File: src/rtl/spi_flash_pkg.sv
// Shared definitions for the SPI NOR flash erase controller: opcodes, erase mode
// encoding and the controller state type.
package spi_flash_pkg;

    localparam logic [7:0] OP_WREN = 8'h06;
    localparam logic [7:0] OP_RDSR = 8'h05;
    localparam logic [7:0] OP_BE   = 8'hC7;
    localparam logic [7:0] OP_SE   = 8'hD8;
    localparam logic [7:0] OP_SSE  = 8'h20;

    localparam logic [7:0] STATUS_WIP_MASK = 8'h01;

    typedef enum logic [1:0] {
        MODE_BULK      = 2'd0,
        MODE_SECTOR    = 2'd1,
        MODE_SUBSECTOR = 2'd2,
        MODE_ILLEGAL   = 2'd3
    } erase_mode_t;

    typedef enum logic [2:0] {
        ST_IDLE,
        ST_WREN,
        ST_GAP1,
        ST_CMD,
        ST_GAP2,
        ST_POLL,
        ST_DONE
    } erase_state_t;

    function automatic logic [7:0] erase_opcode(input erase_mode_t mode);
        case (mode)
            MODE_SECTOR:    return OP_SE;
            MODE_SUBSECTOR: return OP_SSE;
            default:        return OP_BE;
        endcase
    endfunction

endpackage

File: src/rtl/spi_byte_xfer.sv
// Full-duplex SPI mode-0 byte shifter. A start request made while a byte is in
// flight is queued and begins seamlessly at that byte's last falling edge.
module spi_byte_xfer #(
    parameter int CLK_DIV = 2
) (
    input  logic       clk,
    input  logic       rst,
    input  logic       start,
    input  logic [7:0] tx_byte,
    input  logic       miso,
    output logic [7:0] rx_byte,
    output logic       byte_done,
    output logic       sclk,
    output logic       mosi,
    output logic       active
);

    localparam int DIV_W = $clog2(CLK_DIV + 1);

    logic [DIV_W-1:0] div_cnt;
    logic [3:0]       half;
    logic             pre;
    logic [7:0]       shreg;
    logic             nxt_valid;
    logic [7:0]       nxt_byte;
    logic             half_end;
    logic [7:0]       load_byte;

    assign half_end  = (div_cnt == DIV_W'(CLK_DIV - 1));
    assign load_byte = nxt_valid ? nxt_byte : tx_byte;

    always_ff @(posedge clk) begin
        if (rst) begin
            div_cnt   <= '0;
            half      <= '0;
            pre       <= 1'b0;
            shreg     <= '0;
            nxt_valid <= 1'b0;
            nxt_byte  <= '0;
            rx_byte   <= '0;
            byte_done <= 1'b0;
            sclk      <= 1'b0;
            mosi      <= 1'b0;
            active    <= 1'b0;
        end else begin
            byte_done <= 1'b0;
            if (!active) begin
                if (start) begin
                    active  <= 1'b1;
                    pre     <= 1'b1;
                    shreg   <= tx_byte;
                    mosi    <= tx_byte[7];
                    half    <= '0;
                    div_cnt <= '0;
                end
            end else begin
                if (start) begin
                    nxt_valid <= 1'b1;
                    nxt_byte  <= tx_byte;
                end
                // One setup cycle with CS low and the first bit already on MOSI.
                if (pre) begin
                    pre <= 1'b0;
                end else if (!half_end) begin
                    div_cnt <= div_cnt + 1'b1;
                end else begin
                    div_cnt <= '0;
                    half    <= half + 4'd1;
                    if (!half[0]) begin
                        sclk    <= 1'b1;
                        rx_byte <= {rx_byte[6:0], miso};
                        if (half == 4'd14) begin
                            byte_done <= 1'b1;
                        end
                    end else begin
                        sclk <= 1'b0;
                        if (half != 4'd15) begin
                            shreg <= {shreg[6:0], 1'b0};
                            mosi  <= shreg[6];
                        end else if (nxt_valid || start) begin
                            shreg     <= load_byte;
                            mosi      <= load_byte[7];
                            nxt_valid <= 1'b0;
                        end else begin
                            active <= 1'b0;
                            mosi   <= 1'b0;
                        end
                    end
                end
            end
        end
    end

endmodule

File: src/rtl/spi_flash_erase.sv
// SPI NOR flash erase controller: write enable, erase command with optional
// address, then status polling until WIP clears or the poll budget runs out.
//
// state | meaning
// IDLE  | waiting for erase_req; latches mode and address
// WREN  | CS low, shifting write-enable opcode
// GAP1  | CS high between WREN and the erase command
// CMD   | CS low, shifting erase opcode and address bytes
// GAP2  | CS high between erase command and status polling
// POLL  | CS low, RDSR then continuous status reads
// DONE  | CS high, emit done/err next cycle
module spi_flash_erase
    import spi_flash_pkg::*;
#(
    parameter int CLK_DIV    = 2,
    parameter int ADDR_BYTES = 3,
    parameter int CS_GAP     = 4,
    parameter int POLL_MAX   = 65535
) (
    input  logic        sys_clk,
    input  logic        sys_rst,
    input  logic        erase_req,
    input  logic [1:0]  erase_mode,
    input  logic [31:0] erase_addr,
    output logic        erase_ack,
    output logic        busy,
    output logic        done,
    output logic        err,
    input  logic        spi_miso,
    output logic        spi_sclk,
    output logic        spi_cs,
    output logic        spi_mosi
);

    localparam int GAP_W      = $clog2(CS_GAP + 1);
    localparam int POLL_W     = $clog2(POLL_MAX + 1);
    localparam int ADDR_SHIFT = 8 * (4 - ADDR_BYTES);

    erase_state_t     state, state_n;
    erase_mode_t      mode_r, mode_n;
    logic [31:0]      addr_sh, addr_n;
    logic [2:0]       addr_left, addr_left_n;
    logic [GAP_W-1:0] gap_cnt, gap_n;
    logic [POLL_W-1:0] poll_left, poll_n;
    logic             cmd_sent, cmd_sent_n;
    logic             err_flag, err_flag_n;
    logic             cs_n, ack_n, busy_n, done_n, err_n;

    logic             xfer_start;
    logic [7:0]       xfer_tx;
    logic [7:0]       rx_byte;
    logic             byte_done;
    logic             xfer_active;
    logic             wip;

    assign wip = |(rx_byte & STATUS_WIP_MASK);

    spi_byte_xfer #(
        .CLK_DIV(CLK_DIV)
    ) u_xfer (
        .clk      (sys_clk),
        .rst      (sys_rst),
        .start    (xfer_start),
        .tx_byte  (xfer_tx),
        .miso     (spi_miso),
        .rx_byte  (rx_byte),
        .byte_done(byte_done),
        .sclk     (spi_sclk),
        .mosi     (spi_mosi),
        .active   (xfer_active)
    );

    always_ff @(posedge sys_clk) begin
        if (sys_rst) begin
            state     <= ST_IDLE;
            mode_r    <= MODE_BULK;
            addr_sh   <= '0;
            addr_left <= '0;
            gap_cnt   <= '0;
            poll_left <= '0;
            cmd_sent  <= 1'b0;
            err_flag  <= 1'b0;
            spi_cs    <= 1'b1;
            erase_ack <= 1'b0;
            busy      <= 1'b0;
            done      <= 1'b0;
            err       <= 1'b0;
        end else begin
            state     <= state_n;
            mode_r    <= mode_n;
            addr_sh   <= addr_n;
            addr_left <= addr_left_n;
            gap_cnt   <= gap_n;
            poll_left <= poll_n;
            cmd_sent  <= cmd_sent_n;
            err_flag  <= err_flag_n;
            spi_cs    <= cs_n;
            erase_ack <= ack_n;
            busy      <= busy_n;
            done      <= done_n;
            err       <= err_n;
        end
    end

    always_comb begin
        state_n     = state;
        mode_n      = mode_r;
        addr_n      = addr_sh;
        addr_left_n = addr_left;
        gap_n       = gap_cnt;
        poll_n      = poll_left;
        cmd_sent_n  = cmd_sent;
        err_flag_n  = err_flag;
        cs_n        = spi_cs;
        ack_n       = 1'b0;
        busy_n      = busy;
        done_n      = 1'b0;
        err_n       = 1'b0;
        xfer_start  = 1'b0;
        xfer_tx     = 8'h00;

        case (state)
            ST_IDLE: begin
                busy_n = 1'b0;
                // busy is still high during the done cycle; requests there are dropped
                if (erase_req && !busy) begin
                    ack_n       = 1'b1;
                    busy_n      = 1'b1;
                    mode_n      = erase_mode_t'(erase_mode);
                    addr_n      = erase_addr << ADDR_SHIFT;
                    addr_left_n = (erase_mode_t'(erase_mode) == MODE_BULK) ? 3'd0 : 3'(ADDR_BYTES);
                    if (erase_mode_t'(erase_mode) == MODE_ILLEGAL) begin
                        err_flag_n = 1'b1;
                        state_n    = ST_DONE;
                    end else begin
                        err_flag_n = 1'b0;
                        cs_n       = 1'b0;
                        xfer_start = 1'b1;
                        xfer_tx    = OP_WREN;
                        state_n    = ST_WREN;
                    end
                end
            end
            ST_WREN: begin
                if (!xfer_active) begin
                    cs_n    = 1'b1;
                    gap_n   = GAP_W'(CS_GAP - 1);
                    state_n = ST_GAP1;
                end
            end
            ST_GAP1: begin
                if (gap_cnt == '0) begin
                    cs_n       = 1'b0;
                    xfer_start = 1'b1;
                    xfer_tx    = erase_opcode(mode_r);
                    state_n    = ST_CMD;
                end else begin
                    gap_n = gap_cnt - 1'b1;
                end
            end
            ST_CMD: begin
                if (byte_done && addr_left != 3'd0) begin
                    xfer_start  = 1'b1;
                    xfer_tx     = addr_sh[31:24];
                    addr_n      = {addr_sh[23:0], 8'h00};
                    addr_left_n = addr_left - 3'd1;
                end else if (!xfer_active) begin
                    cs_n    = 1'b1;
                    gap_n   = GAP_W'(CS_GAP - 1);
                    state_n = ST_GAP2;
                end
            end
            ST_GAP2: begin
                if (gap_cnt == '0) begin
                    cs_n       = 1'b0;
                    xfer_start = 1'b1;
                    xfer_tx    = OP_RDSR;
                    cmd_sent_n = 1'b0;
                    state_n    = ST_POLL;
                end else begin
                    gap_n = gap_cnt - 1'b1;
                end
            end
            ST_POLL: begin
                if (byte_done) begin
                    if (!cmd_sent) begin
                        cmd_sent_n = 1'b1;
                        poll_n     = POLL_W'(POLL_MAX);
                        xfer_start = 1'b1;
                    end else if (!wip) begin
                        err_flag_n = 1'b0;
                    end else if (poll_left == POLL_W'(1)) begin
                        err_flag_n = 1'b1;
                    end else begin
                        poll_n     = poll_left - 1'b1;
                        xfer_start = 1'b1;
                    end
                end else if (!xfer_active) begin
                    cs_n    = 1'b1;
                    state_n = ST_DONE;
                end
            end
            ST_DONE: begin
                done_n  = 1'b1;
                err_n   = err_flag;
                state_n = ST_IDLE;
            end
            default: begin
                state_n = ST_IDLE;
            end
        endcase
    end

endmodule

File: config.mk
export PLATFORM = sky130hd
export DESIGN_NAME = spi_flash_erase
export DESIGN_NICKNAME = d
export VERILOG_FILES = /design/src/rtl/spi_flash_pkg.sv /design/src/rtl/spi_byte_xfer.sv /design/src/rtl/spi_flash_erase.sv
export SDC_FILE = /design/constraint.sdc
export NUM_CORES = 1
export LEC_CHECK = 0
export BUFFER_PORTS_ARGS = -buffer_cell sky130_fd_sc_hd__buf_2
export CORE_MARGIN = 2
export CORE_UTILIZATION = 40
export CTS_CLUSTER_DIAMETER = 50
export CTS_CLUSTER_SIZE = 20
export DETAILED_ROUTE_END_ITERATION = 16
export GPL_ROUTABILITY_DRIVEN = 1
export PLACE_DENSITY_LB_ADDON = 0.12
export SLEW_MARGIN = 20
export SYNTH_ARGS = -nofsm -noshare
export SYNTH_HDL_FRONTEND = slang
export SYNTH_SLANG_ARGS = --single-unit
File: constraint.sdc
create_clock -name sys_clk -period 3.8 [get_ports sys_clk]
set_input_delay 0.19 -clock sys_clk [delete_from_list [all_inputs] [get_ports sys_clk]]
set_output_delay 0.19 -clock sys_clk [all_outputs]
set_load 0.05 [all_outputs]
==> impl.org, run 1 <==
** Setup path
- Endpoint of the lowest-slack register-to-register path :: u_xfer.shreg[4]
- Count of buffer and inverter cells on the critical path :: 2
- The worst register-to-register path begins at state[1].
- Cells traversed along the worst timing path :: and3b_1, buf_4, and3_1, nor3_2, buf_4, a31o_1, a221oi_1
- The worst register-to-register path has a depth of 7.
- The critical path is of the reg -> reg type.
- At the worst endpoint, the arrival time is 2.87 ns.
- Reg2reg setup slack :: 1.20 ns
- Startpoint type of the worst setup path :: flip-flop
- CP dominant cell by count :: buf_4
- Highest net fanout along the worst path :: 24
- In this design, the largest share of critical-path delay is due to simple AND/OR/NAND/NOR gates.
- STA puts the critical path data required time at 4.07 ns.
- Type of element capturing the critical path :: flip-flop
- The slowest stage of the critical path belongs to the cell dfxtp_1.
- Peak per-stage delay on the critical path :: 0.59 ns

** CTS
- TritonCTS built the clock tree.
- Counting every sink on the clock net gives 86.
- Level count of the clock H-tree :: 3
- Clock slew at the register clock pins of the worst setup and hold paths :: 0.08 ns
- No sink is reached through more buffers than the 2 on the longest clock path.
- The tree is rooted in a clkbuf_8.
- Post-cts gate resize count :: 0
- Clock insertion delay at the later pin of the skew report :: 0.36 ns
- Num CTS Buffers :: 9
- Setup fix buffers added after clock tree synthesis :: 0
- The number of hold buffers added after CTS was 0.

** Yosys
- Sequential share of the synthesized area :: 39.3%
- Biggest area contributors in the synthesized netlist :: dfxtp_1 39%, nand2_1 5.8%, nor2_1 3.5%
- Counting distinct cell types in the post-synthesis netlist gives 73.
- Number of synthesized register bits :: 86
- Mean post-synth cell area :: 8.41 um2
- Yosys mapped a number of flops with a built-in enable equal to 0.
- The number of nets in the synthesized netlist is 570.
- Async S/R FF share, synth :: 0%
- Summed over its instances, the top area cell type makes up 39.3% of the synthesized netlist area.
- In the synthesized netlist the dominant register cell turns out to be dfxtp_1.
- Summing every instance area after synthesis gives 4380 um2.
- Synthesis produced 521 cells.
- Library cell with the largest summed area after synthesis :: dfxtp_1
- Synth warnings :: 0

** Route
- Total detailed-routing wirelength :: 10.3 mm
- Detailed-route via count :: 3879
- Detailed Route Iter0 Violations :: 181
- The detail route stage leaves a number of antenna-violating nets equal to 0.
- After detailed routing, the number of vias per cell comes to 5.70.
- DRC errors left :: 0
- After detailed routing, the average wire length per cell comes to 15.2 um.
- The first detailed-routing pass took 4 iterations.

** Timing
- Final hold analysis gives a worst-case slack of 0.0750 ns.
- For the pin with the worst max-slew slack, the measured transition is 0.836 ns.
- Adding up every negative setup slack in the final design gives 0 ns.
- The final hold violation count was 0.
- Based on the critical path, the design can be clocked at up to 385 MHz.
- Setup repair after global routing left no endpoint under its margin.
- Headroom to the max-slew limit came out at 44.3%.
- Clock skew on the completed layout was measured at 0.0123 ns.
- Min cycle time layout :: 2.60 ns
- Count of endpoints failing setup in the final report :: 0
- Slew Viols, Final :: 0
- Dividing the final minimum period by the clock period gives 68.4%.
- Once routing completed, OpenROAD measured the worst setup slack at 1.20 ns.

** Layout
- Most common library cell in the layout ignoring fill and taps :: dfxtp_1
- Count of fill cells added during filler insertion :: 1096
- End-of-flow core utilization :: 44.9%
- Final cell count without fillers :: 681
- Summing all non-filler instances in the final layout gives an area of 4820 um2.
- Fraction of final layout cells with drive strength greater than 1 :: 12.9%
- The net count of the finished layout is 585.
- From synthesis to final layout, the design area changed by 9.99%.
- Antenna cells :: 0
- Highest-count cells in the layout ignoring fill and taps :: 86 x dfxtp_1, 68 x nand2_1, 41 x nor2_1

** Floorplanning
- For this design the top-level I/O count stands at 45.
- Measured along the x axis, the die boundary spans 109 um.
- The die is 109 um tall.
- Die area :: 11800 um2
- Core Area :: 10700 um2
- After floorplanning, the core was divided into 38 placement rows.
- For this configuration, the core starts out at a cell density of 40.8%.

** Hold path
- The worst hold path terminates at addr_sh[12].
- Hold Crit Depth :: 3
- The worst hold path belongs to the class in -> reg.
- In this run the most critical hold path is launched from erase_addr[4].

** Flow run
- Across the run, the number of max-cap violations was 0.

** Place
- During placement, the flow inserted port buffers numbering 36.
- At the end of routability-driven placement, the weighted congestion stood at 0.795.
- Final HPWL from detailed placement :: 7.11 mm
- Prior to clock tree synthesis, the placed netlist has a worst setup slack of 1.18 ns.
- After detailed placement, the total cell area comes to 4610 um2.
- In this run, placement finished with an instance count of 665.

** Power
- Combinational power share :: 37.0%
- In this run switching power makes up 39.4% of total power.
- Summed over all cells, the static leakage comes to 1.79 nW.
- Maximum ir drop on the vdd rail :: 0.359 mV
- Cell internal power was estimated by the tool at 1.89 mW.
- Sequential share of power :: 41.2%
- Overall power after layout :: 3.12 mW
- For this design the ratio of total power to cell area is 648 nW/um2.
- Clock share of power :: 21.8%
- For this design the total switching power over the nets is 1.23 mW.

** Outcome
- Outcome :: finished, final reports clean

** GRT
- Vias in the first global route :: 3667
- Overall fraction of global-route tracks in use :: 18.9%
- The first global-routing pass estimated 17.8 mm of wire.
- Maximum number of pins on one net before global-route repair :: 47
- GR Overflow Total :: 0
- Initial antenna violation count :: 0
-- worst min-delay path: stages --
cell and delay, ns:
buf_2 0.07, a22oi_1 0.06, nor2_1 0.07
-- metal layers --
layer / track usage (%) / routed length (um)
met2: 29.4 / 4880
met1: 25.7 / 4880
met4: 8.15 / 159
met5: 0 / 0
met3: 3.29 / 429
-- worst max path at each step --
stage | end | start | depth (start not counted) | slack [ns]
6_report | u_xfer.shreg[4] | state[1] | 7 | 1.20
5_1_grt | u_xfer.shreg[4] | state[1] | 7 | 0.93
4_1_cts | u_xfer.half[0] | state[1] | 7 | 1.16
3_5_place_dp | u_xfer.half[0] | state[1] | 7 | 1.18
3_3_place_gp | u_xfer.half[0] | state[1] | 7 | 1.19
2_1_floorplan | u_xfer.nxt_byte[0] | state[0] | 8 | 1.94
-- Yosys cell counts (13+ instances only) --
cell type,instances
a311oi_1,17
a31oi_1,13
or3_1,13
a211oi_1,18
dfxtp_1,86
clkbuf_1,25
nor2_1,41
nor3_1,16
inv_1,25
a21oi_1,23
o21ai_0,17
nand2_1,68
-- cells by family (layout without fill, tap and decap cells) --
| logic type | Yosys count | after routing | share of synthesized area (%) |
|---|---|---|---|
| AND/OR/NAND/NOR | 196 | 196 | 22.6 |
| AO/OA/AOI/OAI | 151 | 151 | 26.0 |
| flip-flops | 86 | 86 | 39.3 |
| buffers and inverters | 63 | 83 | 5.99 |
| adder cells (fa/ha/maj) | 11 | 11 | 3.14 |
| XOR/XNOR | 7 | 7 | 1.40 |
| multiplexers | 7 | 7 | 1.60 |
-- sequential cells by signal, summed over array words and instances (netlist names), 2 cells and up --
signal and count:
u_xfer.half 4, addr_sh 24, addr_left 3, gap_cnt 3, poll_left 16, u_xfer.shreg 7, state 3, u_xfer.div_cnt 2
mode_r 2, u_xfer.nxt_byte 8
-- final cells by class --
cell class	instances	area (um2)	share of cell area, %
Multi-Input combinational cell	372	2400	49.8
Timing Repair Buffer	41	218	4.51
Clock inverter	4	55.1	1.14
Tap cell	140	175	3.63
Clock buffer	12	155	3.22
Sequential cell	86	1720	35.7
Inverter	26	97.6	2.02
-- power by group through the flow --
stage	sequential [mW]	clock [mW]	combinational [mW]
after floorplan	1.28	0	0.917
after detailed placement	1.31	0	1.16
final	1.29	0.679	1.16
after CTS	1.29	0.703	1.17
after global routing	1.32	0.745	1.31
after global placement	1.30	0	1.14
(Power assumes the default switching activity.)
==> run 2, diff against run 1 <==
Clock period 3.8 ns to 2.2 ns, I/O delays scaled along.
==> run 2 against run 1 <==
Compared with the run above: utilization increased by 4.0 points; routed wire length increased by 6.1%; clock skew increased by 0.0031 ns; sequential power increased by 71%; combinational power increased by 92%; critical endpoint is now state[1]; largest cell class unchanged.
==> impl.org, run 2 (synthesized netlist as in run 1, its figures left out) <==
** Outcome
- Outcome :: finished, final reports clean (unchanged)

** Timing
- The share of the clock period used by the worst path after layout was 94.2% (was 68.4%).
- Worst-Margin Slew :: 0.582 ns (was 0.836 ns)
- The achievable frequency was 482 MHz (was 385 MHz).
- RSZ-0062 raised after global routing: no (unchanged).
- The time the final worst path needs with I/O delays and setup was 2.07 ns (was 2.60 ns).
- The final hold violation count came to 0 (unchanged).
- Count of endpoints failing setup in the final report :: 0 (unchanged)
- The relative slew slack is 60.9% (was 44.3%).
- Total Negative Setup Slacks :: 0 ns (unchanged)
- The final setup skew came to 0.0154 ns (was 0.0123 ns).
- The count of pins over their slew limit came to 0 (unchanged).

** Floorplanning
- The number of I/O pins came to 45 (unchanged).
- Core Area :: 10700 um2 (unchanged)
- The floorplan row count was 38 (unchanged).
- The area of the die came to 11800 um2 (unchanged).
- The initial core utilization came to 40.8% (unchanged).
- The vertical die dimension was 109 um (unchanged).
- Die X-Extent :: 109 um (unchanged)

** GRT
- The number of global-route vias before repair came to 3899 (was 3667).
- Most utilized layer in the global route result :: met2 (unchanged)
- The initial antenna violation count came to 0 (unchanged).
- Met3 usage in global routing :: 3.47% (was 3.29%)
- The aggregate global-route resource usage came to 20.0% (was 18.9%).
- The total overflow reported by the global router came to 0 (unchanged).
- Wire length of the first global-routing pass :: 18.7 mm (was 17.8 mm)
- The met1 track demand over resource in global routing was 25.9% (was 25.7%).
- The global-route track usage on met2 was 33.1% (was 29.4%).
- Maximum number of pins on one net before global-route repair :: 36 (was 47)

** Layout
- The number of diodes came to 0 (unchanged).
- The most common cell after layout, fill and taps aside is dfxtp_1 (unchanged).
- The register bank with the most flops is addr_sh (unchanged).
- The number of flip-flops in the largest register was 24 (unchanged).
- The count of nets after finishing was 633 (was 585).
- Top flop regs: addr_sh x24, poll_left x16, u_xfer.nxt_byte x8 (unchanged).
- The area of all placed cells without fillers was 5260 um2 (was 4820 um2).
- The layout overhead on the synthesized area is 19.9% (was 9.99%).
- The layout cell share with drive strength beyond 1 came to 16.8% (was 12.9%).
- Highest-count cells in the layout ignoring fill and taps: 85 x dfxtp_1, 68 x nand2_1, 41 x nor2_1 (was 86 x dfxtp_1, 68 x nand2_1, 41 x nor2_1).

** Place
- The placement-stage cell area was 4810 um2 (was 4610 um2).
- The weighted congestion reported at the end of routability-driven placement came to 0.826 (was 0.795).
- I/O Buffers :: 36 (unchanged)
- The placed wire-length estimate after detailed placement was 7.59 mm (was 7.11 mm).

** Setup path
- The kind of start point of the critical path was a flip-flop (unchanged).
- CP dominant cell by count :: and3_1 (was buf_4)
- Number of cells on the worst reg-to-reg path :: 6 (was 7)
- The number of buffer and inverter instances along the worst setup path is 1 (was 2).
- The maximum net fanout on the critical path was 10 (was 24).
- The worst-case register-to-register setup slack came to 0.13 ns (was 1.20 ns).
- Cells traversed along the worst timing path :: buf_4, or3_1, o32a_1, and3_1, and3_1, nor4_1 (was and3b_1, buf_4, and3_1, nor3_2, buf_4, a31o_1, a221oi_1)
- The cell at the slowest stage of the critical path is dfxtp_1 (unchanged).
- The endpoint of the worst register-to-register path is state[1] (was u_xfer.shreg[4]).
- Data arrival, critical path :: 2.34 ns (was 2.87 ns)
- Cell type group with the largest total delay on the critical path :: simple AND/OR/NAND/NOR gates (unchanged)
- Type of element capturing the critical path :: flip-flop (unchanged)
- The worst setup path category was reg -> reg (unchanged).
- Peak per-stage delay on the critical path :: 0.41 ns (was 0.59 ns)
- The reg-to-reg critical path startpoint is state[1] (unchanged).
- Critical path data required time :: 2.46 ns (was 4.07 ns)

** Power
- Power per unit of standard cell area :: 1080 nW/um2 (was 648 nW/um2)
- The switching power of the nets was 2.21 mW (was 1.23 mW).
- The clock group share of total power is 21.7% (was 21.8%).
- The power share of the combinational group is 39.5% (was 37.0%).
- Sequential share of power :: 38.8% (was 41.2%)
- Sw Ratio :: 39.0% (was 39.4%)
- The internal power consumption came to 3.45 mW (was 1.89 mW).
- Maximum ir drop on the vdd rail :: 0.474 mV (was 0.359 mV)
- The total leakage power was 2.02 nW (was 1.79 nW).

** Route
- Avg Vias per Cell :: 5.50 (was 5.70)
- The routed wire length came to 11.0 mm (was 10.3 mm).
- Detailed Route Iter0 Violations :: 174 (was 181)
- Final routed wire length divided by cell count :: 15.1 um (was 15.2 um)
- The total vias in the final route was 4012 (was 3879).
- DRC errors left :: 0 (unchanged)
- The post-route antenna net violation count is 0 (unchanged).
- First-pass DRT Iterations :: 4 (unchanged)

** CTS
- Clock slew at the register clock pins of the worst setup and hold paths :: 0.09 ns (was 0.08 ns)
- Num CTS Buffers :: 9 (unchanged)
- The clock root buffer master is clkbuf_8 (unchanged).
- The maximum level of the CTS H-tree came to 3 (unchanged).
- The number of clock sinks came to 86 (unchanged).
- Maximum number of buffers from clock root to sink :: 2 (unchanged)
- The CTS tree is yes (unchanged).
- Setup fix buffers added after clock tree synthesis :: 0 (unchanged)
- The later-pin clock latency in the skew report came to 0.37 ns (was 0.36 ns).

** Hold path
- Source of the worst hold timing path :: erase_addr[21] (was erase_addr[4])
- Worst min path class :: in -> reg (unchanged)
- Hold endpoint :: addr_sh[29] (was addr_sh[12])
- The instance count along the most critical hold path is 3 (unchanged).

** Flow run
- Max Cap Violations :: 0 (unchanged)
## run 2: changes by cell type in the layout (fill, tap and decap cells not counted), sizes merged
cell         change
dlygate4sd3     +22
buf             +26
clkinv           -1
clkinvlp         +1
## run 2: tightest hold or removal path: stages
cell	delay (ns)
buf_2	0.11
nand2_1	0.05
a311oi_1	0.08
## run 2: area by class of cell
class / instances / area, um2
well taps: 140 / 175
repair buffers: 89 / 633
clock inverters: 4 / 53.8
flip-flops and latches: 86 / 1720
clock buffers: 12 / 165
inverters: 26 / 97.6
multi-input cells: 372 / 2410
fillers: 1075 / 5490
## run 2: power by group through the flow
stage | Clock [mW] | Combinational [mW] | Sequential, mW
after CTS | 1.26 | 2.24 | 2.19
after detailed placement | 0 | 2.20 | 2.23
final | 1.23 | 2.23 | 2.20
after global routing | 1.31 | 2.50 | 2.25
after global placement | 0 | 2.16 | 2.22
after floorplan | 0 | 1.58 | 2.22
## run 2: worst max path at each step
stage / start / end / slack, ns / depth (start not counted)
final: state[1] / state[1] / 0.13 / 6
after global routing: state[1] / state[1] / 0.02 / 6
after CTS: poll_left[6] / poll_left[5] / 0.12 / 6
after detailed placement: state[0] / u_xfer.shreg[1] / 0.14 / 6
after global placement: state[0] / u_xfer.half[0] / 0.17 / 5
after floorplan: state[0] / u_xfer.nxt_byte[0] / 0.34 / 8
## run 2: metal layers
layer	vias up	part of all wire, %
met5	-	0
met1	1897	47
met3	14	3.0
met2	59	48
li1	2042	-
met4	0	1.4
## run 2: repair_timing
action / CTS / global route
gates resized for setup: 0 / 3
hold endpoints to repair: 22 / 0
hold buffers: 22 / 0
setup endpoints to repair: 0 / 10
## run 2: metrics by stage
step	std cells	hold WS, ns	power, mW	util (%)	setup slack, ns
floorplan	521	0.246	3.80	-	0.335
global placement	691	0.355	4.38	44.7	0.173
detailed placement	691	0.372	4.43	44.7	0.139
CTS	729	0.00710	5.69	48.8	0.116
global route	729	0.0186	6.06	48.9	0.0164
finish	729	0.0230	5.65	48.9	0.127
